### config.mk
export PLATFORM = sky130hd
export DESIGN_NAME = dc_motor_hbridge
export DESIGN_NICKNAME = d
export VERILOG_FILES = /design/src/rtl/dc_motor_pkg.sv /design/src/rtl/dc_motor_pwm_gen.sv /design/src/rtl/dc_motor_hbridge.sv
export SDC_FILE = /design/constraint.sdc
export NUM_CORES = 1
export LEC_CHECK = 0
export CORE_MARGIN = 3
export CORE_UTILIZATION = 55
export DETAILED_ROUTE_END_ITERATION = 10
export PLACE_DENSITY = 0.81
export SKIP_LAST_GASP = 1
export SYNTH_ARGS = -nofsm -noshare
export SYNTH_HDL_FRONTEND = slang
export SYNTH_SLANG_ARGS = --single-unit
### constraint.sdc
create_clock -name clk -period 3.6 [get_ports clk]
set_clock_uncertainty 0.2 [all_clocks]
set_input_delay 0.54 -clock clk [delete_from_list [all_inputs] [get_ports clk]]
set_output_delay 0.54 -clock clk [all_outputs]
set_load 0.1 [all_outputs]
### src/rtl/dc_motor_pkg.sv
// dc_motor_pkg: shared FSM/direction types and the direction-request decode for the H-bridge driver.
package dc_motor_pkg;
    typedef enum logic [1:0] {IDLE = 2'd0, RUN = 2'd1, DEAD = 2'd2, TRIP = 2'd3} state_t;
    typedef enum logic [1:0] {COAST = 2'b00, CW = 2'b01, CCW = 2'b10, BRAKE = 2'b11} dir_t;
    function automatic dir_t dir_decode(input logic cw, input logic ccw);
        return (cw && ccw) ? BRAKE : cw ? CW : ccw ? CCW : COAST;
    endfunction
    function automatic logic is_drive(input logic [1:0] d);
        return d == CW || d == CCW;
    endfunction
endpackage

### src/rtl/dc_motor_pwm_gen.sv
// dc_motor_pwm_gen: free-running PWM counter, period-aligned duty/direction shadows and mid-on-time ADC strobe.
module dc_motor_pwm_gen
    import dc_motor_pkg::*;
#(
    parameter int PWM_W = 12
) (
    input  logic             clk,
    input  logic             reset,
    input  logic             run,
    input  logic             cw,
    input  logic             ccw,
    input  logic [PWM_W-1:0] value,
    output logic             cnt_zero,
    output logic [1:0]       dir,
    output logic [1:0]       dir_prev,
    output logic             pwm,
    output logic             adc_latch
);
    localparam logic [PWM_W-1:0] CNT_MAX = {{(PWM_W-1){1'b1}}, 1'b0};
    logic [PWM_W-1:0] cnt_q, cnt_d, duty_q, duty_d;
    dir_t dir_q, dir_d;
    logic adc_latch_q, adc_latch_d;
    // Shadows are transparent at cnt==0 so a new period's settings apply from its first cycle.
    always_comb begin
        cnt_zero = cnt_q == '0;
        cnt_d    = cnt_q == CNT_MAX ? '0 : cnt_q + 1'b1;
        duty_d   = cnt_zero ? value : duty_q;
        dir_d    = cnt_zero ? dir_decode(cw, ccw) : dir_q;
        pwm      = cnt_q < duty_d;
    end
    assign adc_latch_d = run && is_drive(dir_d) && (|duty_d[PWM_W-1:1]) && (cnt_q == (duty_d >> 1));
    always_ff @(posedge clk or posedge reset) begin
        if (reset) begin
            cnt_q       <= '0;
            duty_q      <= '0;
            dir_q       <= COAST;
            adc_latch_q <= 1'b0;
        end else begin
            cnt_q       <= cnt_d;
            duty_q      <= duty_d;
            dir_q       <= dir_d;
            adc_latch_q <= adc_latch_d;
        end
    end
    assign dir       = dir_d;
    assign dir_prev  = dir_q;
    assign adc_latch = adc_latch_q;
endmodule

### src/rtl/dc_motor_hbridge.sv
// dc_motor_hbridge: PWM H-bridge driver with reversal dead time, shadowed settings and latched overcurrent trip.
// Define DC_MOTOR_BRAKE_EN to turn both low sides on for a brake request instead of coasting.
module dc_motor_hbridge
    import dc_motor_pkg::*;
#(
    parameter int PWM_W     = 12,
    parameter int ADC_W     = 12,
    parameter int DEAD_CYC  = 8,
    parameter int ADC_LAT   = 2,
    parameter int TRIP_HOLD = 1024
) (
    input  logic             clk,
    input  logic             reset,
    input  logic             enable,
    input  logic             cw,
    input  logic             ccw,
    input  logic [PWM_W-1:0] value,
    input  logic [ADC_W-1:0] adc_cmp,
    input  logic [ADC_W-1:0] adc,
    output logic             out_1,
    output logic             out_2,
    output logic             en_1,
    output logic             en_2,
    output logic             adc_latch,
    output logic             fault
);
    localparam int TW = $clog2((TRIP_HOLD > DEAD_CYC ? TRIP_HOLD : DEAD_CYC) + 1);
`ifdef DC_MOTOR_BRAKE_EN
    localparam logic BRAKE_DRIVE = 1'b1;
`else
    localparam logic BRAKE_DRIVE = 1'b0;
`endif
    state_t state_q, state_d;
    logic [TW-1:0] tmr_q, tmr_d;
    logic [ADC_LAT-1:0] pend_q, pend_d;
    logic out_1_q, out_1_d, out_2_q, out_2_d, en_q, en_d, fault_q, fault_d;
    logic cnt_zero, pwm, run, trip, reverse;
    logic [1:0] dir, dir_prev;
    dc_motor_pwm_gen #(.PWM_W(PWM_W)) u_pwm (
        .clk       (clk),
        .reset     (reset),
        .run       (run),
        .cw        (cw),
        .ccw       (ccw),
        .value     (value),
        .cnt_zero  (cnt_zero),
        .dir       (dir),
        .dir_prev  (dir_prev),
        .pwm       (pwm),
        .adc_latch (adc_latch)
    );
    // A sample in flight is only honoured while the bridge stays in RUN.
    always_comb begin
        trip    = state_q == RUN && pend_q[ADC_LAT-1] && adc > adc_cmp;
        reverse = is_drive(dir) && is_drive(dir_prev) && dir != dir_prev;
        pend_d  = state_q == RUN ? ((pend_q << 1) | ADC_LAT'(adc_latch)) : '0;
        tmr_d   = tmr_q == '0 ? '0 : tmr_q - 1'b1;
        state_d = state_q;
        case (state_q)
            IDLE: if (enable && cnt_zero) state_d = RUN;
            RUN: begin
                if (trip) begin
                    state_d = TRIP;
                    tmr_d   = TW'(TRIP_HOLD - 1);
                end else if (!enable) begin
                    state_d = IDLE;
                end else if (reverse) begin
                    state_d = DEAD;
                    tmr_d   = TW'(DEAD_CYC - 1);
                end
            end
            DEAD: state_d = !enable ? IDLE : tmr_q == '0 ? RUN : DEAD;
            TRIP: if (tmr_q == '0) state_d = IDLE;
            default: state_d = IDLE;
        endcase
    end
    assign run = state_d == RUN;
    always_comb begin
        out_1_d = run && dir == CW && pwm;
        out_2_d = run && dir == CCW && pwm;
        en_d    = run && (is_drive(dir) || (BRAKE_DRIVE && dir == BRAKE));
        fault_d = state_d == TRIP;
    end
    always_ff @(posedge clk or posedge reset) begin
        if (reset) begin
            state_q <= IDLE;
            tmr_q   <= '0;
            pend_q  <= '0;
            out_1_q <= 1'b0;
            out_2_q <= 1'b0;
            en_q    <= 1'b0;
            fault_q <= 1'b0;
        end else begin
            state_q <= state_d;
            tmr_q   <= tmr_d;
            pend_q  <= pend_d;
            out_1_q <= out_1_d;
            out_2_q <= out_2_d;
            en_q    <= en_d;
            fault_q <= fault_d;
        end
    end
    assign out_1 = out_1_q;
    assign out_2 = out_2_q;
    assign en_1  = en_q;
    assign en_2  = en_q;
    assign fault = fault_q;
endmodule

==> metrics.txt, run 1 <==
# TYPE chip_impl_metric gauge
chip_impl_info{name="run_status",value="complete, no violations"} 1
chip_impl_metric{name="synth.avg_cell_area",unit="um2"} 9.582
chip_impl_metric{name="vdd_drop_max",unit="mV"} 0.2227
chip_impl_metric{name="post-place-cells",unit=""} 438
chip_impl_metric{name="power_switching_share",unit=""} 0.2576
chip_impl_metric{name="wl",unit="mm"} 7.199
chip_impl_metric{name="number_of_enable_flip_flop_cells_after_synthesis",unit=""} 0
chip_impl_metric{name="placeableCoreArea",unit="um2"} 5270
chip_impl_metric{name="nNetsFinal",unit=""} 445
chip_impl_metric{name="timing.final.crit_period",unit="ns"} 3.374
chip_impl_info{name="timing.rr.end",value="out_1"} 1
chip_impl_metric{name="die_span_x",unit="um"} 80.90
chip_impl_metric{name="seq_area_frac_synth",unit=""} 0.3731
chip_impl_metric{name="io_pins",unit=""} 47
chip_impl_metric{name="yosysWarningCount",unit=""} 0
chip_impl_metric{name="global_route_wire_length_before_repair",unit="mm"} 12.32
chip_impl_info{name="synth.most_common_cell",value="dfrtp_1"} 1
chip_impl_metric{name="flow.area_growth_from_synthesis",unit="%"} 21.05
chip_impl_info{name="cts_tree",value="yes"} 1
chip_impl_metric{name="die_y",unit="um"} 80.90
chip_impl_metric{name="worst_ep_required_time",unit="ns"} 3.61
chip_impl_metric{name="ctsHoldBuffers",unit=""} 0
chip_impl_metric{name="initial_antenna_violation_count",unit=""} 0
chip_impl_metric{name="final_report_max_slew_violation_count",unit=""} 0
chip_impl_info{name="cts.root.buffer_cell",value="clkbuf_8"} 1
chip_impl_metric{name="max-slew-margin-rel",unit=""} 0.3410
chip_impl_metric{name="drv.max_cap_violation_count",unit=""} 0
chip_impl_metric{name="cts.reportedPaths.clkPinSlew",unit="ns"} 0.09
chip_impl_metric{name="static-leakage-power",unit="uW"} 0.001732
chip_impl_info{name="hold_path.class",value="reg -> reg"} 1
chip_impl_metric{name="report.final.hold_viol_count",unit=""} 0
chip_impl_metric{name="final.setup.tns",unit="ns"} 0
chip_impl_metric{name="floorplan.initialDensity",unit=""} 0.5855
chip_impl_info{name="path_class",value="reg -> reg"} 1
chip_impl_metric{name="timing.final.setup_violations",unit=""} 0
chip_impl_metric{name="grt_pass1_vias",unit=""} 2723
chip_impl_info{name="netlist_top_cells_count",value="dfrtp_1 (46), inv_1 (38), ha_1 (29)"} 1
chip_impl_info{name="synth_flop_cell",value="dfrtp_1"} 1
chip_impl_metric{name="drc",unit=""} 0
chip_impl_info{name="grt_setup_unrepaired",value="false"} 1
chip_impl_metric{name="internal_power",unit="uW"} 735.6
chip_impl_metric{name="grt_start_max_net_pins",unit=""} 47
chip_impl_info{name="synth_area_leader_cell",value="dfrtp_1"} 1
chip_impl_metric{name="post_drt_via_cell_ratio",unit=""} 5.823
chip_impl_metric{name="dp_hpwl",unit="mm"} 5.520
chip_impl_metric{name="min_period_over_period",unit=""} 0.9372
chip_impl_metric{name="max_clock_freq",unit="MHz"} 296.4
chip_impl_metric{name="placement.cell_area",unit="um2"} 3636
chip_impl_metric{name="die-area",unit="um2"} 6545
chip_impl_info{name="reg2reg_from",value="u_pwm.cnt_q[0]"} 1
chip_impl_metric{name="critical_path.max_stage_delay",unit="ns"} 0.42
chip_impl_metric{name="post_layout_nonfiller_instances",unit=""} 446
chip_impl_metric{name="ff2ff_setup_slack",unit="ns"} 0.23
chip_impl_metric{name="worstRegToRegCells",unit=""} 12
chip_impl_metric{name="power.share.combinational",unit=""} 0.132
chip_impl_metric{name="routedWlPerCell",unit="um"} 16.14
chip_impl_metric{name="switchingPower",unit="uW"} 255.3
chip_impl_metric{name="vias",unit=""} 2597
chip_impl_metric{name="track_usage",unit=""} 0.2393
chip_impl_metric{name="ys_async_sr_fraction",unit=""} 1.000
chip_impl_info{name="cp_top_family",value="compound AO/OA/AOI/OAI gates"} 1
chip_impl_metric{name="htree_num_levels",unit=""} 2
chip_impl_metric{name="cts_buffers",unit=""} 5
chip_impl_metric{name="rows",unit=""} 26
chip_impl_metric{name="finalInstanceArea",unit="um2"} 3735
chip_impl_metric{name="layout-drive-gt1-share",unit=""} 0.09043
chip_impl_metric{name="postSynthCellCount",unit=""} 322
chip_impl_metric{name="dr.first_iter.drc_count",unit=""} 124
chip_impl_metric{name="insertion_delay",unit="ns"} 0.31
chip_impl_metric{name="gp_congestion",unit=""} 0.9925
chip_impl_metric{name="synthesis.area",unit="um2"} 3085
chip_impl_metric{name="crit_buf_inv",unit=""} 2
chip_impl_metric{name="biggest_fanout_along_the_worst_timing_path",unit=""} 20
chip_impl_info{name="yosys-top-cells-area",value="dfrtp_1 (37%), ha_1 (12%), inv_1 (4.6%)"} 1
chip_impl_metric{name="post_cts.repair.setup_buffers",unit=""} 0
chip_impl_metric{name="final.fill_count",unit=""} 423
chip_impl_info{name="min_to",value="pend_q[1]"} 1
chip_impl_info{name="master_of_the_slowest_instance_on_the_critical_path",value="dfrtp_1"} 1
chip_impl_metric{name="synth.net_count",unit=""} 392
chip_impl_metric{name="worst-endpoint-arrival",unit="ns"} 3.39
chip_impl_metric{name="synth.distinct_cells",unit=""} 59
chip_impl_metric{name="insertedDiodeCount",unit=""} 0
chip_impl_metric{name="clock_sink_count",unit=""} 46
chip_impl_info{name="endpoint_kind",value="register"} 1
chip_impl_metric{name="buffer_ports.inserted",unit=""} 46
chip_impl_metric{name="clockPowerShare",unit=""} 0.331
chip_impl_metric{name="synth_seq_cells",unit=""} 46
chip_impl_metric{name="drt.antenna.violating_nets",unit=""} 0
chip_impl_metric{name="detailedRoute.firstPassIterationCount",unit=""} 5
chip_impl_metric{name="relative_contribution_of_sequential_cells_to_total_power",unit=""} 0.537
chip_impl_metric{name="clock_tree.buffer_depth",unit=""} 2
chip_impl_info{name="startpoint_type",value="register"} 1
chip_impl_info{name="crit_chain",value="inv_1 -> ha_1 -> nor4b_2 -> nand3_1 -> buf_4 -> mux2i_1 -> ha_1 -> a21o_1 -> a21o_1 -> a211oi_1 -> o2111ai_1 -> nor3b_1"} 1
chip_impl_metric{name="worst_hold_depth",unit=""} 1
chip_impl_metric{name="power_density",unit="nW/um2"} 265.3
chip_impl_metric{name="globalRoute.totalOverflow",unit=""} 0
chip_impl_info{name="holdCritStartpoint",value="pend_q[0]"} 1
chip_impl_metric{name="worst_slew_pin_slew",unit="ns"} 0.9854
chip_impl_metric{name="synth.top_cell.area_share",unit=""} 0.3731
logic make-up (layout without fill, tap and decap cells):
| logic type | after synthesis | in the layout | synth area share |
|---|---|---|---|
| mux | 14 | 14 | 0.05028 |
| simple gates | 103 | 103 | 0.2028 |
| xor+xnor | 18 | 18 | 0.05109 |
| flops | 46 | 46 | 0.3731 |
| buf+inv | 48 | 102 | 0.06853 |
| compound gates | 64 | 64 | 0.1367 |
| fa+ha+maj | 29 | 29 | 0.1176 |
how the worst max path moves through the flow:
stage                end  slack [ns]            from  cells past startpoint
3_5_place_dp       out_1        0.27  u_pwm.cnt_q[0]                     12
4_1_cts            out_1        0.22  u_pwm.cnt_q[0]                     12
6_report           out_1        0.23  u_pwm.cnt_q[0]                     12
2_1_floorplan  tmr_q[10]        0.55  u_pwm.cnt_q[0]                     12
5_1_grt            out_2       0.006  u_pwm.cnt_q[0]                     12
3_3_place_gp    tmr_q[7]        0.42  u_pwm.cnt_q[0]                     11
cell usage in the layout, fill, tap and decap left out, types with 3 or more instances in the layout:
cell type / Yosys / routed
a21o_1: 4 / 4
a21oi_1: 10 / 10
and3_1: 5 / 5
buf_4: 1 / 9
clkbuf_8: 0 / 5
clkdlybuf4s50_1: 0 / 46
dfrtp_1: 46 / 46
ha_1: 29 / 29
inv_1: 38 / 37
mux2i_1: 11 / 11
nand2_1: 14 / 14
nand2b_1: 7 / 7
nand3_1: 10 / 10
nand4_1: 6 / 6
nor2_1: 17 / 17
nor2b_1: 8 / 8
nor3_1: 8 / 8
nor3b_1: 3 / 3
nor4_1: 6 / 5
nor4_2: 3 / 4
o211ai_1: 5 / 5
o21ai_0: 20 / 20
xnor2_1: 11 / 11
xor2_1: 7 / 7
power by group through the flow:
stage	clock network, uW	logic, uW	registers (uW)
3_3_place_gp	0	128	541
4_1_cts	334	132	531
3_5_place_dp	0	131	541
5_1_grt	354	147	533
6_report	328	131	532
2_1_floorplan	0	65.5	539
what timing repair did:
item,4_1_cts,5_1_grt
endpoints found under the hold margin,0,0
gates resized for setup,0,1
setup endpoints to repair,0,7
through the flow:
step	hold slack (ns)	power, uW	utilization	worst slack (ns)
2_1_floorplan	0.2628	604.7	-	0.5509
3_3_place_gp	0.2855	668.8	0.6899	0.4233
3_5_place_dp	0.2959	672.5	0.6899	0.2681
4_1_cts	0.3097	997.7	0.7075	0.2247
5_1_grt	0.3289	1033	0.7087	0.005804
6_report	0.3113	991.0	0.7087	0.2260
worst register-to-register path, stage by stage, from the launching register on:
cell,delay [ns]
dfrtp_1,0.42
inv_1,0.09
ha_1,0.22
nor4b_2,0.17
nand3_1,0.18
buf_4,0.33
mux2i_1,0.35
ha_1,0.30
a21o_1,0.16
a21o_1,0.17
a211oi_1,0.26
o2111ai_1,0.21
nor3b_1,0.23
flip-flops by register name (all words and copies together) (netlist names):
name	count
u_pwm.cnt_q	12
u_pwm.duty_q	12
tmr_q	11
pend_q	2
state_q	2
u_pwm.dir_prev	2
en_1	1
fault	1
out_1	1
out_2	1
u_pwm.adc_latch	1
metal layers:
metal	global-route usage	vias up	wire, um
li1	-	1252	-
met2	0.4302	71	3692
met3	0.03991	11	360
met1	0.2867	1263	2994
met5	0	-	0
met4	0.08615	0	152
area by class of cell:
cell class	instances	area [um2]	area share
Sequential cell	46	1151	0.3082
Tap cell	70	87.58	0.02345
Clock buffer	5	68.82	0.01843
Clock inverter	3	23.77	0.006365
Inverter	39	146.4	0.03920
Multi-Input combinational cell	228	1729	0.4630
Timing Repair Buffer	55	528.0	0.1414
Note: power is estimated with default switching activity, not from simulation.
==> run 2: changes to the inputs <==
--- a/config.mk
+++ b/config.mk
@@ -6,9 +6,10 @@
 export NUM_CORES = 1
 export LEC_CHECK = 0
 export CORE_MARGIN = 3
-export CORE_UTILIZATION = 55
+export CORE_UTILIZATION = 56
+export CTS_BUF_LIST = sky130_fd_sc_hd__clkbuf_4
 export DETAILED_ROUTE_END_ITERATION = 10
-export PLACE_DENSITY = 0.81
+export PLACE_DENSITY = 0.82
 export SKIP_LAST_GASP = 1
 export SYNTH_ARGS = -nofsm -noshare
 export SYNTH_HDL_FRONTEND = slang
==> run 2 against run 1 <==
- worst setup slack improved by 0.051 ns
- wire length fell by 1.6%
- sequential cell count did not move
- register-to-register slack improved by 0.05 ns
- maximum frequency rose by 1.5%
- highest routed layer unchanged
==> metrics.txt, run 2 (synthesis results as in run 1) <==
# TYPE chip_impl_metric gauge
chip_impl_info{name="run_status",value="complete, no violations"} 1
chip_impl_metric{name="io_pins",unit=""} 47
chip_impl_metric{name="routedWlPerCell",unit="um"} 15.88
chip_impl_info{name="cp-startpoint",value="u_pwm.cnt_q[0]"} 1
chip_impl_metric{name="initial_antenna_violation_count",unit=""} 0
chip_impl_metric{name="cts_buffers",unit=""} 5
chip_impl_metric{name="final_core_utilization",unit=""} 0.7111
chip_impl_info{name="holdCritStartpoint",value="pend_q[0]"} 1
chip_impl_metric{name="vias",unit=""} 2600
chip_impl_metric{name="power_switching_share",unit=""} 0.2647
chip_impl_metric{name="timing.final.crit_period",unit="ns"} 3.323
chip_impl_metric{name="max_clock_freq",unit="MHz"} 300.9
chip_impl_info{name="master_of_the_slowest_instance_on_the_critical_path",value="dfrtp_1"} 1
chip_impl_metric{name="ctsHoldBuffers",unit=""} 0
chip_impl_metric{name="power.share.combinational",unit=""} 0.142
chip_impl_metric{name="relative_contribution_of_sequential_cells_to_total_power",unit=""} 0.579
chip_impl_info{name="cts_tree",value="yes"} 1
chip_impl_metric{name="report.final.hold_viol_count",unit=""} 0
chip_impl_info{name="biggestRegsByFlops",value="u_pwm.cnt_q x12, u_pwm.duty_q x12, tmr_q x11"} 1
chip_impl_metric{name="track_usage",unit=""} 0.2403
chip_impl_metric{name="dp_hpwl",unit="mm"} 5.492
chip_impl_metric{name="worst_hold_depth",unit=""} 1
chip_impl_metric{name="clock_sink_count",unit=""} 46
chip_impl_info{name="cts.root.buffer_cell",value="clkbuf_4"} 1
chip_impl_metric{name="worst_ep_required_time",unit="ns"} 3.65
chip_impl_metric{name="internal_power",unit="uW"} 675.4
chip_impl_metric{name="layout-drive-gt1-share",unit=""} 0.08777
chip_impl_metric{name="static-leakage-power",unit="uW"} 0.001721
chip_impl_metric{name="post_cts_resize_count",unit=""} 0
chip_impl_metric{name="htree_num_levels",unit=""} 2
chip_impl_info{name="hold_path.class",value="reg -> reg"} 1
chip_impl_metric{name="post_cts.repair.setup_buffers",unit=""} 0
chip_impl_info{name="crit_chain",value="inv_1 -> ha_1 -> nor4b_2 -> nand3_1 -> buf_6 -> mux2_2 -> ha_1 -> nor4_1 -> nand2_1 -> nand4b_1 -> and4b_1"} 1
chip_impl_info{name="grt_setup_unrepaired",value="false"} 1
chip_impl_metric{name="detailedRoute.firstPassIterationCount",unit=""} 4
chip_impl_info{name="path_class",value="reg -> reg"} 1
chip_impl_metric{name="worstRegToRegCells",unit=""} 11
chip_impl_metric{name="placeableCoreArea",unit="um2"} 5205
chip_impl_metric{name="critical_path.max_stage_delay",unit="ns"} 0.44
chip_impl_metric{name="dr.first_iter.drc_count",unit=""} 139
chip_impl_metric{name="final.setup.tns",unit="ns"} 0
chip_impl_info{name="reg2reg_from",value="u_pwm.cnt_q[0]"} 1
chip_impl_metric{name="insertion_delay",unit="ns"} 0.37
chip_impl_metric{name="final_report_max_slew_violation_count",unit=""} 0
chip_impl_metric{name="vdd_drop_max",unit="mV"} 0.2175
chip_impl_info{name="most-common-layout-cells",value="dfrtp_1 (46), clkdlybuf4s50_1 (46), inv_1 (37), ha_1 (29), o21ai_0 (20)"} 1
chip_impl_metric{name="grt_pass1_vias",unit=""} 2627
chip_impl_metric{name="drt.antenna.violating_nets",unit=""} 0
chip_impl_metric{name="globalRoute.totalOverflow",unit=""} 0
chip_impl_metric{name="buffer_ports.inserted",unit=""} 46
chip_impl_info{name="min_to",value="pend_q[1]"} 1
chip_impl_metric{name="min_period_over_period",unit=""} 0.9231
chip_impl_metric{name="drc",unit=""} 0
chip_impl_metric{name="grt_start_max_net_pins",unit=""} 47
chip_impl_metric{name="power_density",unit="nW/um2"} 248.2
chip_impl_metric{name="wl",unit="mm"} 7.081
chip_impl_metric{name="switchingPower",unit="uW"} 243.1
chip_impl_metric{name="nNetsFinal",unit=""} 445
chip_impl_metric{name="timing.final.setup_violations",unit=""} 0
chip_impl_metric{name="rows",unit=""} 26
chip_impl_metric{name="floorplan.initialDensity",unit=""} 0.5928
chip_impl_info{name="startpoint_type",value="register"} 1
chip_impl_metric{name="max-slew-margin-rel",unit=""} 0.3435
chip_impl_metric{name="post_drt_via_cell_ratio",unit=""} 5.830
chip_impl_metric{name="die_span_x",unit="um"} 80.23
chip_impl_metric{name="die-area",unit="um2"} 6436
chip_impl_metric{name="cts.reportedPaths.clkPinSlew",unit="ns"} 0.13
chip_impl_info{name="endpoint_kind",value="register"} 1
chip_impl_metric{name="worst-endpoint-arrival",unit="ns"} 3.37
chip_impl_metric{name="clockPowerShare",unit=""} 0.279
chip_impl_metric{name="flow.area_growth_from_synthesis",unit="%"} 19.95
chip_impl_metric{name="insertedDiodeCount",unit=""} 0
chip_impl_metric{name="ff2ff_setup_slack",unit="ns"} 0.28
chip_impl_metric{name="worst_slew_pin_slew",unit="ns"} 0.9816
chip_impl_metric{name="clock_tree.buffer_depth",unit=""} 2
chip_impl_metric{name="report.power.total",unit="uW"} 918.5
chip_impl_metric{name="die_y",unit="um"} 80.23
chip_impl_metric{name="drv.max_cap_violation_count",unit=""} 0
chip_impl_metric{name="global_route_wire_length_before_repair",unit="mm"} 12.21
chip_impl_metric{name="biggest_fanout_along_the_worst_timing_path",unit=""} 20
chip_impl_info{name="timing.rr.end",value="u_pwm.adc_latch"} 1
chip_impl_metric{name="gp_congestion",unit=""} 0.9951
chip_impl_info{name="crit_top_cell",value="ha_1"} 1
run 2: cell counts in the layout (fill, tap and decap cells not counted):
Identical to the previous run, type by type.
run 2: worst max path at each step:
stage	end	slack (ns)	cells after the start
floorplan	tmr_q[10]	0.55	12
global placement	tmr_q[10]	0.43	11
detailed placement	u_pwm.adc_latch	0.27	11
CTS	u_pwm.adc_latch	0.22	11
global route	u_pwm.adc_latch	0.03	11
finish	u_pwm.adc_latch	0.28	11
run 2: cell type report:
| type | instances | area (um2) |
|---|---|---|
| clock buffer | 5 | 37.54 |
| timing repair buffer | 55 | 531.8 |
| fill | 412 | 1504 |
| tap | 70 | 87.58 |
| sequential | 46 | 1151 |
| clock inverter | 3 | 23.77 |
| multi-input combinational | 228 | 1723 |
| inverter | 39 | 146.4 |
run 2: per-layer routing:
layer	up-vias	GRT usage	wire [um]
met5	-	0	0
met4	0	0.09797	201
met3	15	0.04821	328
met2	68	0.4106	3553
met1	1258	0.2954	2998
li1	1259	-	-
run 2: critical path: cells and delay by family, from the launching register on:
kind / cells / cell delay [ns]
DFF: 1 / 0.44
buffers and inverters: 2 / 0.34
muxes: 1 / 0.39
adders and majority gates: 2 / 0.52
and+or+nand+nor: 6 / 1.31
run 2: power groups by stage:
stage                     Combinational (uW)  Clock (uW)  Sequential (uW)
final                                    131         256              532
after global routing                     148         287              533
after CTS                                131         263              532
after detailed placement                 130           0              541
after global placement                   128           0              541
after floorplan                         65.5           0              539
run 2: through the flow:
step | hold WS, ns | cell area, um2 | worst slack (ns) | instances
after floorplan | 0.2628 | 3085 | 0.5509 | 322
after global placement | 0.2724 | 3636 | 0.4278 | 438
after detailed placement | 0.2943 | 3636 | 0.2706 | 438
after CTS | 0.3175 | 3697 | 0.2152 | 446
after global routing | 0.3324 | 3701 | 0.02908 | 446
final | 0.3165 | 3701 | 0.2769 | 446
